<file path="src/rtl/traffic_pkg.sv">
// Shared encodings for the traffic light safety monitor: lamp aspects,
// fault codes and the monitor state enum.
package traffic_pkg;

  localparam logic [3:0] CAR_RED    = 4'b1000;
  localparam logic [3:0] CAR_YELLOW = 4'b0100;
  localparam logic [3:0] CAR_LEFT   = 4'b0010;
  localparam logic [3:0] CAR_GREEN  = 4'b0001;
  localparam logic [3:0] CAR_DARK   = 4'b0000;

  localparam logic [1:0] WALK_RED   = 2'b10;
  localparam logic [1:0] WALK_GREEN = 2'b01;
  localparam logic [1:0] WALK_OFF   = 2'b00;
  localparam logic [1:0] WALK_BAD   = 2'b11;

  localparam logic [2:0] FAULT_NONE     = 3'd0;
  localparam logic [2:0] FAULT_ONEHOT   = 3'd1;
  localparam logic [2:0] FAULT_WALK     = 3'd2;
  localparam logic [2:0] FAULT_CONFLICT = 3'd3;
  localparam logic [2:0] FAULT_ORDER    = 3'd4;
  localparam logic [2:0] FAULT_DWELL    = 3'd5;
  localparam logic [2:0] FAULT_SHORT    = 3'd6;

  typedef enum logic [1:0] {ST_IDLE, ST_RUN, ST_FAULT} mon_state_e;

  function automatic logic is_onehot(input logic [3:0] v);
    return (v != 4'd0) && ((v & (v - 4'd1)) == 4'd0);
  endfunction

endpackage

</file>
<file path="src/rtl/traffic_if.sv">
// Controller-to-lamp bus: raw aspects and clear request from the controller,
// supervised aspects and fault status back out of the monitor.
interface traffic_if #(
  parameter int CNT_W = 7
);
  logic [3:0]       car_traffic;
  logic [1:0]       walk_traffic;
  logic             clear_fault;
  logic [3:0]       safe_car;
  logic [1:0]       safe_walk;
  logic             fault;
  logic [2:0]       fault_code;
  logic [CNT_W-1:0] phase_cnt;
  logic [15:0]      cycle_count;

  modport master (
    output car_traffic, walk_traffic, clear_fault,
    input  safe_car, safe_walk, fault, fault_code, phase_cnt, cycle_count
  );

  modport slave (
    input  car_traffic, walk_traffic, clear_fault,
    output safe_car, safe_walk, fault, fault_code, phase_cnt, cycle_count
  );
endinterface

</file>
<file path="src/rtl/traffic_blink.sv">
// Fault-mode blink generator: lamp_on toggles every BLINK_CYC cycles and is
// forced on, with the count restarted, by the start pulse.
module traffic_blink #(
  parameter int BLINK_CYC = 8
) (
  input  logic clk,
  input  logic rst,
  input  logic start,
  output logic lamp_on
);
  localparam int BW = (BLINK_CYC > 1) ? $clog2(BLINK_CYC) : 1;

  logic [BW-1:0] cnt;

  // half-period counter and lamp phase
  always_ff @(posedge clk) begin
    if (rst) begin
      cnt     <= '0;
      lamp_on <= 1'b0;
    end else if (start) begin
      cnt     <= '0;
      lamp_on <= 1'b1;
    end else if (cnt == BW'(BLINK_CYC - 1)) begin
      cnt     <= '0;
      lamp_on <= ~lamp_on;
    end else begin
      cnt <= cnt + 1'b1;
    end
  end
endmodule

</file>
<file path="src/rtl/traffic_monitor.sv">
// Safety monitor between the traffic controller and the lamp drivers.
// Samples the aspects once, checks encoding/conflict/order/dwell, and on the
// first violation latches a fault code and shows a blinking-yellow fail-safe.
// Optional feature: define TRAFFIC_MON_STATS_EN to count completed
// RED->GREEN cycles on cycle_count; otherwise cycle_count is tied to zero.
module traffic_monitor
  import traffic_pkg::*;
#(
  parameter int CNT_W      = 7,
  parameter int GREEN_MAX  = 21,
  parameter int YELLOW_MIN = 2,
  parameter int YELLOW_MAX = 3,
  parameter int LEFT_MAX   = 11,
  parameter int RED_MAX    = 35,
  parameter int BLINK_CYC  = 8
) (
  input logic      clk,
  input logic      rst,
  traffic_if.slave mon
);
  localparam logic [CNT_W-1:0] CNT_SAT = '1;

  mon_state_e       state, state_nxt;
  logic [3:0]       car_p0, car_p1;
  logic [1:0]       walk_p0, walk_p1;
  logic             clr_p0;
  logic             yellow_from_left;
  logic [CNT_W-1:0] cnt_q, cnt_nxt;
  logic [2:0]       code_q, code_nxt;
  logic             chg, sample_ok, lamp_on, blink_start;
  logic [3:0]       car_lamp;
  logic [1:0]       walk_lamp;
  logic             fault_flag;

  function automatic logic [CNT_W-1:0] dwell_max(input logic [3:0] car);
    case (car)
      CAR_GREEN:  return CNT_W'(GREEN_MAX);
      CAR_YELLOW: return CNT_W'(YELLOW_MAX);
      CAR_LEFT:   return CNT_W'(LEFT_MAX);
      CAR_RED:    return CNT_W'(RED_MAX);
      default:    return CNT_SAT;
    endcase
  endfunction

  function automatic logic order_ok(input logic [3:0] prv, input logic [3:0] cur,
                                    input logic from_left);
    case (prv)
      CAR_GREEN:  return cur == CAR_YELLOW;
      CAR_YELLOW: return from_left ? (cur == CAR_RED) : (cur == CAR_LEFT);
      CAR_LEFT:   return cur == CAR_YELLOW;
      CAR_RED:    return cur == CAR_GREEN;
      default:    return 1'b0;
    endcase
  endfunction

  function automatic logic [CNT_W-1:0] sat_inc(input logic [CNT_W-1:0] v);
    return (v == CNT_SAT) ? v : v + 1'b1;
  endfunction

  // p0: raw inputs sampled; p1: last accepted aspect, also the previous phase
  always_ff @(posedge clk) begin
    car_p0  <= mon.car_traffic;
    walk_p0 <= mon.walk_traffic;
    if (state_nxt == ST_RUN) begin
      car_p1  <= car_p0;
      walk_p1 <= walk_p0;
    end
  end

  // violation checks on the p0 sample; lowest nonzero code wins
  always_comb begin
    chg       = (car_p0 != car_p1);
    cnt_nxt   = chg ? CNT_W'(1) : sat_inc(cnt_q);
    sample_ok = is_onehot(car_p0) && (walk_p0 != WALK_BAD);
    if (!is_onehot(car_p0))
      code_nxt = FAULT_ONEHOT;
    else if (walk_p0 == WALK_BAD)
      code_nxt = FAULT_WALK;
    else if ((walk_p0 != WALK_RED) && (car_p0 != CAR_RED))
      code_nxt = FAULT_CONFLICT;
    else if (chg && !order_ok(car_p1, car_p0, yellow_from_left))
      code_nxt = FAULT_ORDER;
    else if (cnt_nxt > dwell_max(car_p0))
      code_nxt = FAULT_DWELL;
    else if (chg && (car_p1 == CAR_YELLOW) && (cnt_q < CNT_W'(YELLOW_MIN)))
      code_nxt = FAULT_SHORT;
    else
      code_nxt = FAULT_NONE;
  end

  // state register
  always_ff @(posedge clk) begin
    if (rst) state <= ST_IDLE;
    else     state <= state_nxt;
  end

  // next-state logic
  always_comb begin
    state_nxt = state;
    case (state)
      ST_IDLE:  if (sample_ok) state_nxt = ST_RUN;
      ST_RUN:   if (code_nxt != FAULT_NONE) state_nxt = ST_FAULT;
      ST_FAULT: if (clr_p0) state_nxt = ST_IDLE;
      default:  state_nxt = ST_IDLE;
    endcase
  end

  // control registers: clear request, dwell count, yellow origin, fault code
  always_ff @(posedge clk) begin
    if (rst) begin
      clr_p0           <= 1'b0;
      cnt_q            <= '0;
      code_q           <= FAULT_NONE;
      yellow_from_left <= 1'b0;
    end else begin
      clr_p0 <= mon.clear_fault;
      case (state)
        ST_IDLE: if (state_nxt == ST_RUN) begin
          cnt_q            <= CNT_W'(1);
          yellow_from_left <= 1'b0;
        end
        ST_RUN: begin
          cnt_q <= cnt_nxt;
          if (chg && (car_p0 == CAR_YELLOW)) yellow_from_left <= (car_p1 == CAR_LEFT);
          if (state_nxt == ST_FAULT) code_q <= code_nxt;
        end
        ST_FAULT: if (state_nxt == ST_IDLE) begin
          cnt_q  <= '0;
          code_q <= FAULT_NONE;
        end
        default: ;
      endcase
    end
  end

  assign blink_start = (state == ST_RUN) && (state_nxt == ST_FAULT);

  traffic_blink #(.BLINK_CYC(BLINK_CYC)) u_blink (
    .clk     (clk),
    .rst     (rst),
    .start   (blink_start),
    .lamp_on (lamp_on)
  );

  // output decode: reset aspect when idle, forwarded aspect when running
  always_comb begin
    car_lamp   = CAR_RED;
    walk_lamp  = WALK_RED;
    fault_flag = 1'b0;
    case (state)
      ST_RUN: begin
        car_lamp  = car_p1;
        walk_lamp = walk_p1;
      end
      ST_FAULT: begin
        car_lamp   = lamp_on ? CAR_YELLOW : CAR_DARK;
        fault_flag = 1'b1;
      end
      default: ;
    endcase
  end

  assign mon.safe_car   = car_lamp;
  assign mon.safe_walk  = walk_lamp;
  assign mon.fault      = fault_flag;
  assign mon.fault_code = code_q;
  assign mon.phase_cnt  = cnt_q;

`ifdef TRAFFIC_MON_STATS_EN
  logic [15:0] cyc_q;

  // completed RED->GREEN cycles, counted only while the monitor stays in RUN
  always_ff @(posedge clk) begin
    if (rst)
      cyc_q <= 16'd0;
    else if ((state == ST_RUN) && (state_nxt == ST_RUN) && chg &&
             (car_p1 == CAR_RED) && (car_p0 == CAR_GREEN))
      cyc_q <= cyc_q + 16'd1;
  end

  assign mon.cycle_count = cyc_q;
`else
  assign mon.cycle_count = 16'd0;
`endif

endmodule

</file>
<file path="src/flat_wrapper.sv">
// flat-port wrapper written by rule: the top's interface ports become plain ports
module traffic_monitor_flat import traffic_pkg::*;
#(
  parameter int CNT_W      = 7,
  parameter int GREEN_MAX  = 21,
  parameter int YELLOW_MIN = 2,
  parameter int YELLOW_MAX = 3,
  parameter int LEFT_MAX   = 11,
  parameter int RED_MAX    = 35,
  parameter int BLINK_CYC  = 8
)
  (clk, rst, mon_car_traffic, mon_walk_traffic, mon_clear_fault, mon_safe_car, mon_safe_walk, mon_fault, mon_fault_code, mon_phase_cnt, mon_cycle_count);
  traffic_if #(.CNT_W(CNT_W)) mon_i ();
  input logic clk;
  input logic rst;
  input wire logic [$bits(mon_i.car_traffic)-1:0] mon_car_traffic;
  input wire logic [$bits(mon_i.walk_traffic)-1:0] mon_walk_traffic;
  input wire logic [$bits(mon_i.clear_fault)-1:0] mon_clear_fault;
  output wire logic [$bits(mon_i.safe_car)-1:0] mon_safe_car;
  output wire logic [$bits(mon_i.safe_walk)-1:0] mon_safe_walk;
  output wire logic [$bits(mon_i.fault)-1:0] mon_fault;
  output wire logic [$bits(mon_i.fault_code)-1:0] mon_fault_code;
  output wire logic [$bits(mon_i.phase_cnt)-1:0] mon_phase_cnt;
  output wire logic [$bits(mon_i.cycle_count)-1:0] mon_cycle_count;
  assign mon_i.car_traffic = mon_car_traffic;
  assign mon_i.walk_traffic = mon_walk_traffic;
  assign mon_i.clear_fault = mon_clear_fault;
  assign mon_safe_car = mon_i.safe_car;
  assign mon_safe_walk = mon_i.safe_walk;
  assign mon_fault = mon_i.fault;
  assign mon_fault_code = mon_i.fault_code;
  assign mon_phase_cnt = mon_i.phase_cnt;
  assign mon_cycle_count = mon_i.cycle_count;
  traffic_monitor #(.CNT_W(CNT_W), .GREEN_MAX(GREEN_MAX), .YELLOW_MIN(YELLOW_MIN), .YELLOW_MAX(YELLOW_MAX), .LEFT_MAX(LEFT_MAX), .RED_MAX(RED_MAX), .BLINK_CYC(BLINK_CYC)) u_core (.clk(clk), .rst(rst), .mon(mon_i));
endmodule
</file>
<file path="config.mk">
export PLATFORM = sky130hd
export DESIGN_NAME = traffic_monitor_flat
export DESIGN_NICKNAME = d
export VERILOG_FILES = /design/src/rtl/traffic_pkg.sv /design/src/rtl/traffic_if.sv /design/src/rtl/traffic_blink.sv /design/src/rtl/traffic_monitor.sv /design/src/flat_wrapper.sv
export SDC_FILE = /design/constraint.sdc
export NUM_CORES = 1
export LEC_CHECK = 0
export CORE_UTILIZATION = 56
export CTS_BUF_LIST = sky130_fd_sc_hd__clkbuf_16
export DETAILED_ROUTE_END_ITERATION = 12
export HOLD_SLACK_MARGIN = 0.08
export PLACE_DENSITY = 0.92
export SKIP_LAST_GASP = 1
export SYNTH_ARGS = -nofsm -noshare
export SYNTH_HDL_FRONTEND = slang
export SYNTH_SLANG_ARGS = --single-unit
</file>
<file path="constraint.sdc">
create_clock -name clk -period 5.8 [get_ports clk]
set_input_delay 1.16 -clock clk [delete_from_list [all_inputs] [get_ports clk]]
set_output_delay 1.16 -clock clk [all_outputs]
set_load 0.02 [all_outputs]
</file>
* Yosys cells after proc, flatten, opt, wreduce, memory -nomap -nowiden
Index checks and enable logic that the tools add are counted.
** Cells by class
- Add/sub/neg operators :: 3
- $lt $le $gt $ge :: 2
- Eq/ne operators :: 23
- Mux-type cells :: 37
- Bitwise operators :: 2
- Reductions and logical operators :: 23
** Operators by type and width (count)
- $mux 7 :: 8
- $pmux 7 s4 :: 1
- $mux 3 :: 9
- $pmux 7 s3 :: 1
- $mux 1 :: 9
- $reduce_and 3->1 :: 3
- $eq 4x1->1 const B :: 2
- $eq 4x2->1 const B :: 2
- $eq 4x3->1 const B :: 2
- $eq 4x4->1 const B :: 2
- $logic_and 1x1->1 :: 8
- $mux 2 :: 4
- $ne 2x1->1 const B :: 4
- $pmux 4 s2 :: 1
- $add 7x1->7 const B :: 1
- $eq 7x7->1 const B :: 1
- $gt 7x7->1 :: 1
- $lt 7x2->1 const B :: 1
- $eq 2x2->1 const B :: 3
- $pmux 2 s3 :: 1
- $pmux 3 s2 :: 1
- $reduce_bool 2->1 :: 3
- $reduce_bool 3->1 :: 2
- $and 4x4->4 :: 1
- other kinds (16) :: 19
** Storage, ports and cells
- Register bits :: 30
- Input port bits :: 9
- Logic and storage cells :: 101

* Longest topological paths before layout
- Depth after elaboration :: 24
- Gate-level depth with buffers :: 15
- Mapped depth without buffers :: 15

* Hierarchy
Synthesis repeated with hierarchy kept, for this count alone.
** Unflattened totals
- Cell total of the unflattened synthesis :: 266
- Area total of the unflattened synthesis :: 2303.5 µm²
** By module, submodules not included
- traffic_monitor :: times used 1, cells each 253, area an instance 2157.1 µm²
- traffic_blink :: times used 1, cells each 13, area an instance 146.4 µm²

* Worst setup path after synthesis
OpenSTA, ideal clock, no wires.
- Path type :: reg2reg
- Start point :: reg u_core.cnt_q[1], in the netlist u_core.mon.phase_cnt[1]
- End point :: reg u_core.cnt_q[0], in the netlist u_core.mon.phase_cnt[0]
- Library setup time :: 0.072 ns
- Data arrival time :: 3.211 ns
- Data required time :: 5.728 ns
- Setup slack :: 2.518 ns
- Cell stages (with the launch flop) :: 14
- Clock period less this slack :: 3.282 ns
- Cell sequence :: dfxtp_1 > ha_1 > nand3_1 > nor2_1 > nand3_1 > a21oi_1 > ha_1 > a21o_1 > a211oi_1 > a21oi_2 > o31ai_4 > a21boi_2 > o32ai_4 > mux2i_1
** Between the ends
- Cells in the longest elaborated chain, start to end :: 15
- Elaborated cells on any way between the ends :: 22
- Classes of those cells :: add/sub: 1; order compare: 2; eq/ne: 4; mux: 11; reduce/logical: 4
** Ends and longest elaborated chain
- start, declared :: line traffic_monitor.sv:28 : logic [CNT_W-1:0] cnt_q, cnt_nxt;
- start signal, assigned :: line traffic_monitor.sv:123 : cnt_q <= cnt_nxt;
- $add 7x1->7 or $eq 7x7->1 (tied branches) :: line traffic_monitor.sv:57 : return (v == CNT_SAT) ? v : v + 1'b1;
- $mux 7 :: line traffic_monitor.sv:57
- $mux 7 :: line traffic_monitor.sv:73 : cnt_nxt = chg ? CNT_W'(1) : sat_inc(cnt_q);
- $gt 7x7->1 :: line traffic_monitor.sv:83 : else if (cnt_nxt > dwell_max(car_p0))
- $mux 3 :: line traffic_monitor.sv:83
- $mux 3 :: line traffic_monitor.sv:81 : else if (chg && !order_ok(car_p1, car_p0, yellow_from_left))
- $mux 3 :: line traffic_monitor.sv:79 : else if ((walk_p0 != WALK_RED) && (car_p0 != CAR_RED))
- $mux 3 :: line traffic_monitor.sv:77 : else if (walk_p0 == WALK_BAD)
- $mux 3 :: line traffic_monitor.sv:75 : if (!is_onehot(car_p0))
- $reduce_bool 3->1 :: line traffic_monitor.sv:102 : ST_RUN: if (code_nxt != FAULT_NONE) state_nxt = ST_FAULT;
- $mux 2 :: line traffic_monitor.sv:102
- $pmux 2 s3 :: line traffic_monitor.sv:100 : case (state)
- $eq 2x1->1 or $logic_not 2->1 (tied branches) :: line traffic_monitor.sv:118, traffic_monitor.sv:127
- $ne 2x1->1 (no line)
- $reduce_and 3->1 (no line)
Parallel ways exist; a longest one is shown, timed or not.
A chain may end at the register's enable or synchronous reset.

* Worst setup path after layout
- Start point :: reg u_core.car_p0[1]
- End point :: reg u_core.cnt_q[1], in the netlist u_core.mon.phase_cnt[1]
** Between the ends
- Cells in the longest elaborated chain, start to end :: 18
- Elaborated cells on any way between the ends :: 45
- Classes of those cells :: add/sub: 1; order compare: 1; eq/ne: 9; mux: 21; bitwise: 1; reduce/logical: 12
** Ends and longest elaborated chain
- start, declared :: line traffic_monitor.sv:24 : logic [3:0] car_p0, car_p1;
- start signal, assigned :: line traffic_monitor.sv:62 : car_p0 <= mon.car_traffic;
- $eq 4x4->1 (tied with other cells) :: line traffic_monitor.sv:36, traffic_monitor.sv:49
- $pmux 7 s4 or $mux 1 (tied branches) :: line traffic_monitor.sv:36, traffic_monitor.sv:49
- $mux 7 or $pmux 1 s3 (tied branches) :: line traffic_monitor.sv:81, traffic_monitor.sv:47
- $mux 7 or $mux 1 (tied branches) :: line traffic_monitor.sv:79
- $mux 7 or $mux 1 (tied branches) :: line traffic_monitor.sv:77
- $mux 7 or $mux 1 (tied branches) :: line traffic_monitor.sv:75
- $gt 7x7->1 or $logic_not 1->1 (tied branches) :: line traffic_monitor.sv:83, traffic_monitor.sv:81
- $mux 3 or $logic_and 1x1->1 (tied branches) :: line traffic_monitor.sv:83, traffic_monitor.sv:81
- [2 not listed]
- $mux 3 :: line traffic_monitor.sv:77
- $mux 3 :: line traffic_monitor.sv:75
- $reduce_bool 3->1 :: line traffic_monitor.sv:102
- $mux 2 :: line traffic_monitor.sv:102
- $pmux 2 s3 :: line traffic_monitor.sv:100
- $eq 2x1->1 or $logic_not 2->1 (tied branches) :: line traffic_monitor.sv:118, traffic_monitor.sv:127
- $ne 2x1->1 (no line)
- $reduce_and 3->1 (no line)
Parallel ways exist; a longest one is shown, timed or not. The select of a mux whose other input is x is not followed.

==> impl_results.md <==
- Detail-routed via count per cell: 5.62
- Post-synthesis mux area share: 4.17%
- CP endpoint kind: register
- Class of the worst hold path: reg -> reg
- Final hold vios: 0
- Ys flop type: dfxtp_1
- Synthesized-area fraction occupied by adder cells: 8.10%
- Total GRT Usage: 23.9%
- CTS tree: done
- First-pass DRT Iterations: 4
- FILL cells: 307
- R2r worst-path depth: 12
- Largest cells by area after synthesis: dfxtp_1 22%, edfxtp_1 8.3%, ha_1 8.1%, buf_4 5.9%, mux2i_1 4.2%
- Worst endpoint required time: 5.99 ns
- # H-tree levels: 2
- CTS Hold Bufs: 0
- FF+latch count, synth: 30
- Total gr overflow: 0
- Crit path to: u_core.mon.phase_cnt[1]
- Setup TNS: 0 ns
- WS Path Type: reg -> reg
- Resize count post-CTS: 0
- PwrDens: 262 nW/µm²
- Cell Area, Synth: 2160 µm²
- DR DRC count: 0
- R2r startpoint: u_core.car_p0[1]
- CTS sink cnt: 30
- Die height: 64.1 µm
- Ys async rst share: 0%
- Post-synth EDFFs: 6
- Leak pwr: 0.963 nW
- Bufs on Longest Clock Path: 2
- Routed wire length per instance: 14.2 µm
- Layout cells sized above 1: 7.89%
- Max-slew headroom: 53.0%
- Clock slew at reported path FFs: 0.05 ns
- Starting Density: 58.6%
- Reg2Reg Setup Slack: 2.09 ns
- Final min period: 3.71 ns
- Status: completed
- Crit path launch: u_core.car_p0[1]
- Final net count: 289
- Xor/xnor cell area share of the yosys netlist: 4.05%
- ANT cells: 0
- Reg2reg end: u_core.mon.phase_cnt[1]
- RSZ-0062 raised after global routing: false
- Clock tree root buffer cell: clkbuf_16
- Area delta synth->final: 14.6%
- Post-DP HPWL: 3.35 mm
- Peak supply drop: 0.231 mV
- Antenna-violating nets left: 0
- Share of the synthesized area in the top cell type: 22.2%
- Final Util: 67.2%
- Worst Path Max Fanout: 13
- Worst Setup Start Kind: register
- CTS buffer count: 5
- Fmax: 0.270 GHz
- Register area share after synthesis: 30.6%
- Max-cap violations: 0
- IO Count: 42
- Vias in the first global route: 1,740
- Final setup violation count: 0
- Fraction of the cycle the final worst path needs: 63.9%
- Via count: 1,766
- Most common cell after layout, fill and taps aside: clkdlybuf4s50_1
- Pin count of the biggest net entering global routing: 21
- IO buf count: 25
- Most frequent cells in the layout: 25 x clkdlybuf4s50_1, 24 x dfxtp_1, 21 x nand2_1
- Synth Area in Compound Gates: 20.6%
- Clk_lat worst skew: 0.27 ns
- Worst-margin pin slew: 0.706 ns
- Hold Startpoint: u_core.u_blink.cnt[0]
- Die Wd: 64.1 µm
- Largest area contributor in the netlist: dfxtp_1
- Syn. warnings: 0
- Skew final: 0.000768 ns
- Crit path arrival time: 3.90 ns
- Post-synth cell types: 55
- Combinational family with the most area after synthesis: simple AND/OR/NAND/NOR gates
- First-pass GRT wire length: 7.55 mm
- Die footprint: 4110 µm²
- Setup Fix Bufs, Post-CTS: 0
- Synth Area per Inst: 8.75 µm²
- Worst hold stages: 1
- Final Slew Violations: 0
- Post-Syn Instances: 247
- Synth Area in Simple Gates: 22.2%
- Initial antenna violation count: 0
- Core area: 3690 µm²
- DRT iter0 DRCs: 152
- Total Wirelength: 4.46 mm
- GP Congestion: 0.919
- Setup WS pre-CTS: 2.14 ns
- Worst Slack Setup Final: 2.09 ns
- Row cnt: 22
[through the flow]
stage | hold WS (ns) | instance area (µm²) | instances | power (W)
floorplan | 0.398 | 2220 | 262 | 0.000385
global placement | 0.410 | 2340 | 307 | 0.000413
detailed placement | 0.416 | 2340 | 307 | 0.000417
CTS | 0.424 | 2480 | 314 | 0.000656
global route | 0.447 | 2480 | 314 | 0.000686
finish | 0.427 | 2480 | 314 | 0.000649
[worst max-delay path, cell delays in order (launching register included)]
cell and delay [ns]:
dfxtp_1 0.62, xnor2_1 0.19, nand4_1 0.34, nor2_1 0.25, ha_1 0.26, a21o_1 0.16
a21o_1 0.17, a211oi_1 0.41, a21oi_2 0.14, o31ai_4 0.26, a21boi_2 0.13, o32ai_4 0.45
mux2i_1 0.25
[cell usage after synthesis (2+ instances only)]
master and instances:
dfxtp_1 24, nand2_1 21, nor2_1 20, buf_4 17, ha_1 14, a21oi_1 13
o21ai_0 11, inv_1 9, mux2i_1 9, clkbuf_1 8, and2_1 7, edfxtp_1 6
xnor2_1 6, a21o_1 5, nand4_1 5, nor2b_1 5, nor3_1 5, a211oi_1 4
nand3_1 4, xor2_1 4, a32o_1 3, nor4b_1 3, or3_1 3, a21oi_2 2
a22oi_1 2, and3_1 2, buf_6 2, nand2b_1 2, nor4b_2 2, o211ai_1 2
o21ai_1 2, o22ai_1 2
[cell families after synthesis]
kind of cell / count (synthesis)
flip-flops: 30
adder cells (fa/ha/maj): 14
AND/OR/NAND/NOR: 88
multiplexers: 9
buffers and inverters: 37
XOR/XNOR: 10
AO/OA/AOI/OAI: 58
other: 1
[area by class of cell]
cell class | instances | area [µm²] | area share, %
repair buffers | 25 | 250 | 10.1
inverters | 9 | 33.8 | 1.36
clock inverters | 2 | 10.0 | 0.404
clock buffers | 5 | 125 | 5.05
flip-flops and latches | 30 | 661 | 26.7
multi-input cells | 195 | 1340 | 54.0
well taps | 48 | 60.1 | 2.42
[registers in the layout, summed over array words and instances, names as in the netlist]
name,flops
u_core.car_p0,4
u_core.car_p1,4
u_core.clr_p0,1
u_core.mon.fault_code,3
u_core.mon.phase_cnt,7
u_core.state,2
u_core.u_blink.cnt,3
u_core.u_blink.lamp_on,1
u_core.walk_p0,2
u_core.walk_p1,2
u_core.yellow_from_left,1
[metal layers]
metal / track usage (%) / share of wire, % / vias to the layer above / wire length (µm)
li1: - / - / 890 / -
met1: 27.9 / 44 / 809 / 1950
met5: 0 / 0 / - / 0
met4: 9.44 / 0.76 / 0 / 34
met2: 41.6 / 50 / 61 / 2240
met3: 6.25 / 5.4 / 6 / 242
[worst min path at each step]
stage	to	slack, ns
detailed placement	u_core.u_blink.cnt[0]	0.42
global route	u_core.u_blink.cnt[0]	0.45
global placement	u_core.u_blink.cnt[0]	0.41
finish	u_core.u_blink.cnt[0]	0.43
floorplan	u_core.u_blink.cnt[0]	0.40
CTS	u_core.u_blink.cnt[0]	0.42
[power breakdown]
part | total, W | switching (W) | internal (W) | leakage (nW)
clock network | 0.000234 | 0.0000804 | 0.000154 | 0.0694
registers | 0.000255 | 0.0000229 | 0.000232 | 0.253
logic | 0.000159 | 0.0000893 | 0.0000702 | 0.641
Power figures use the tool's default switching activity.
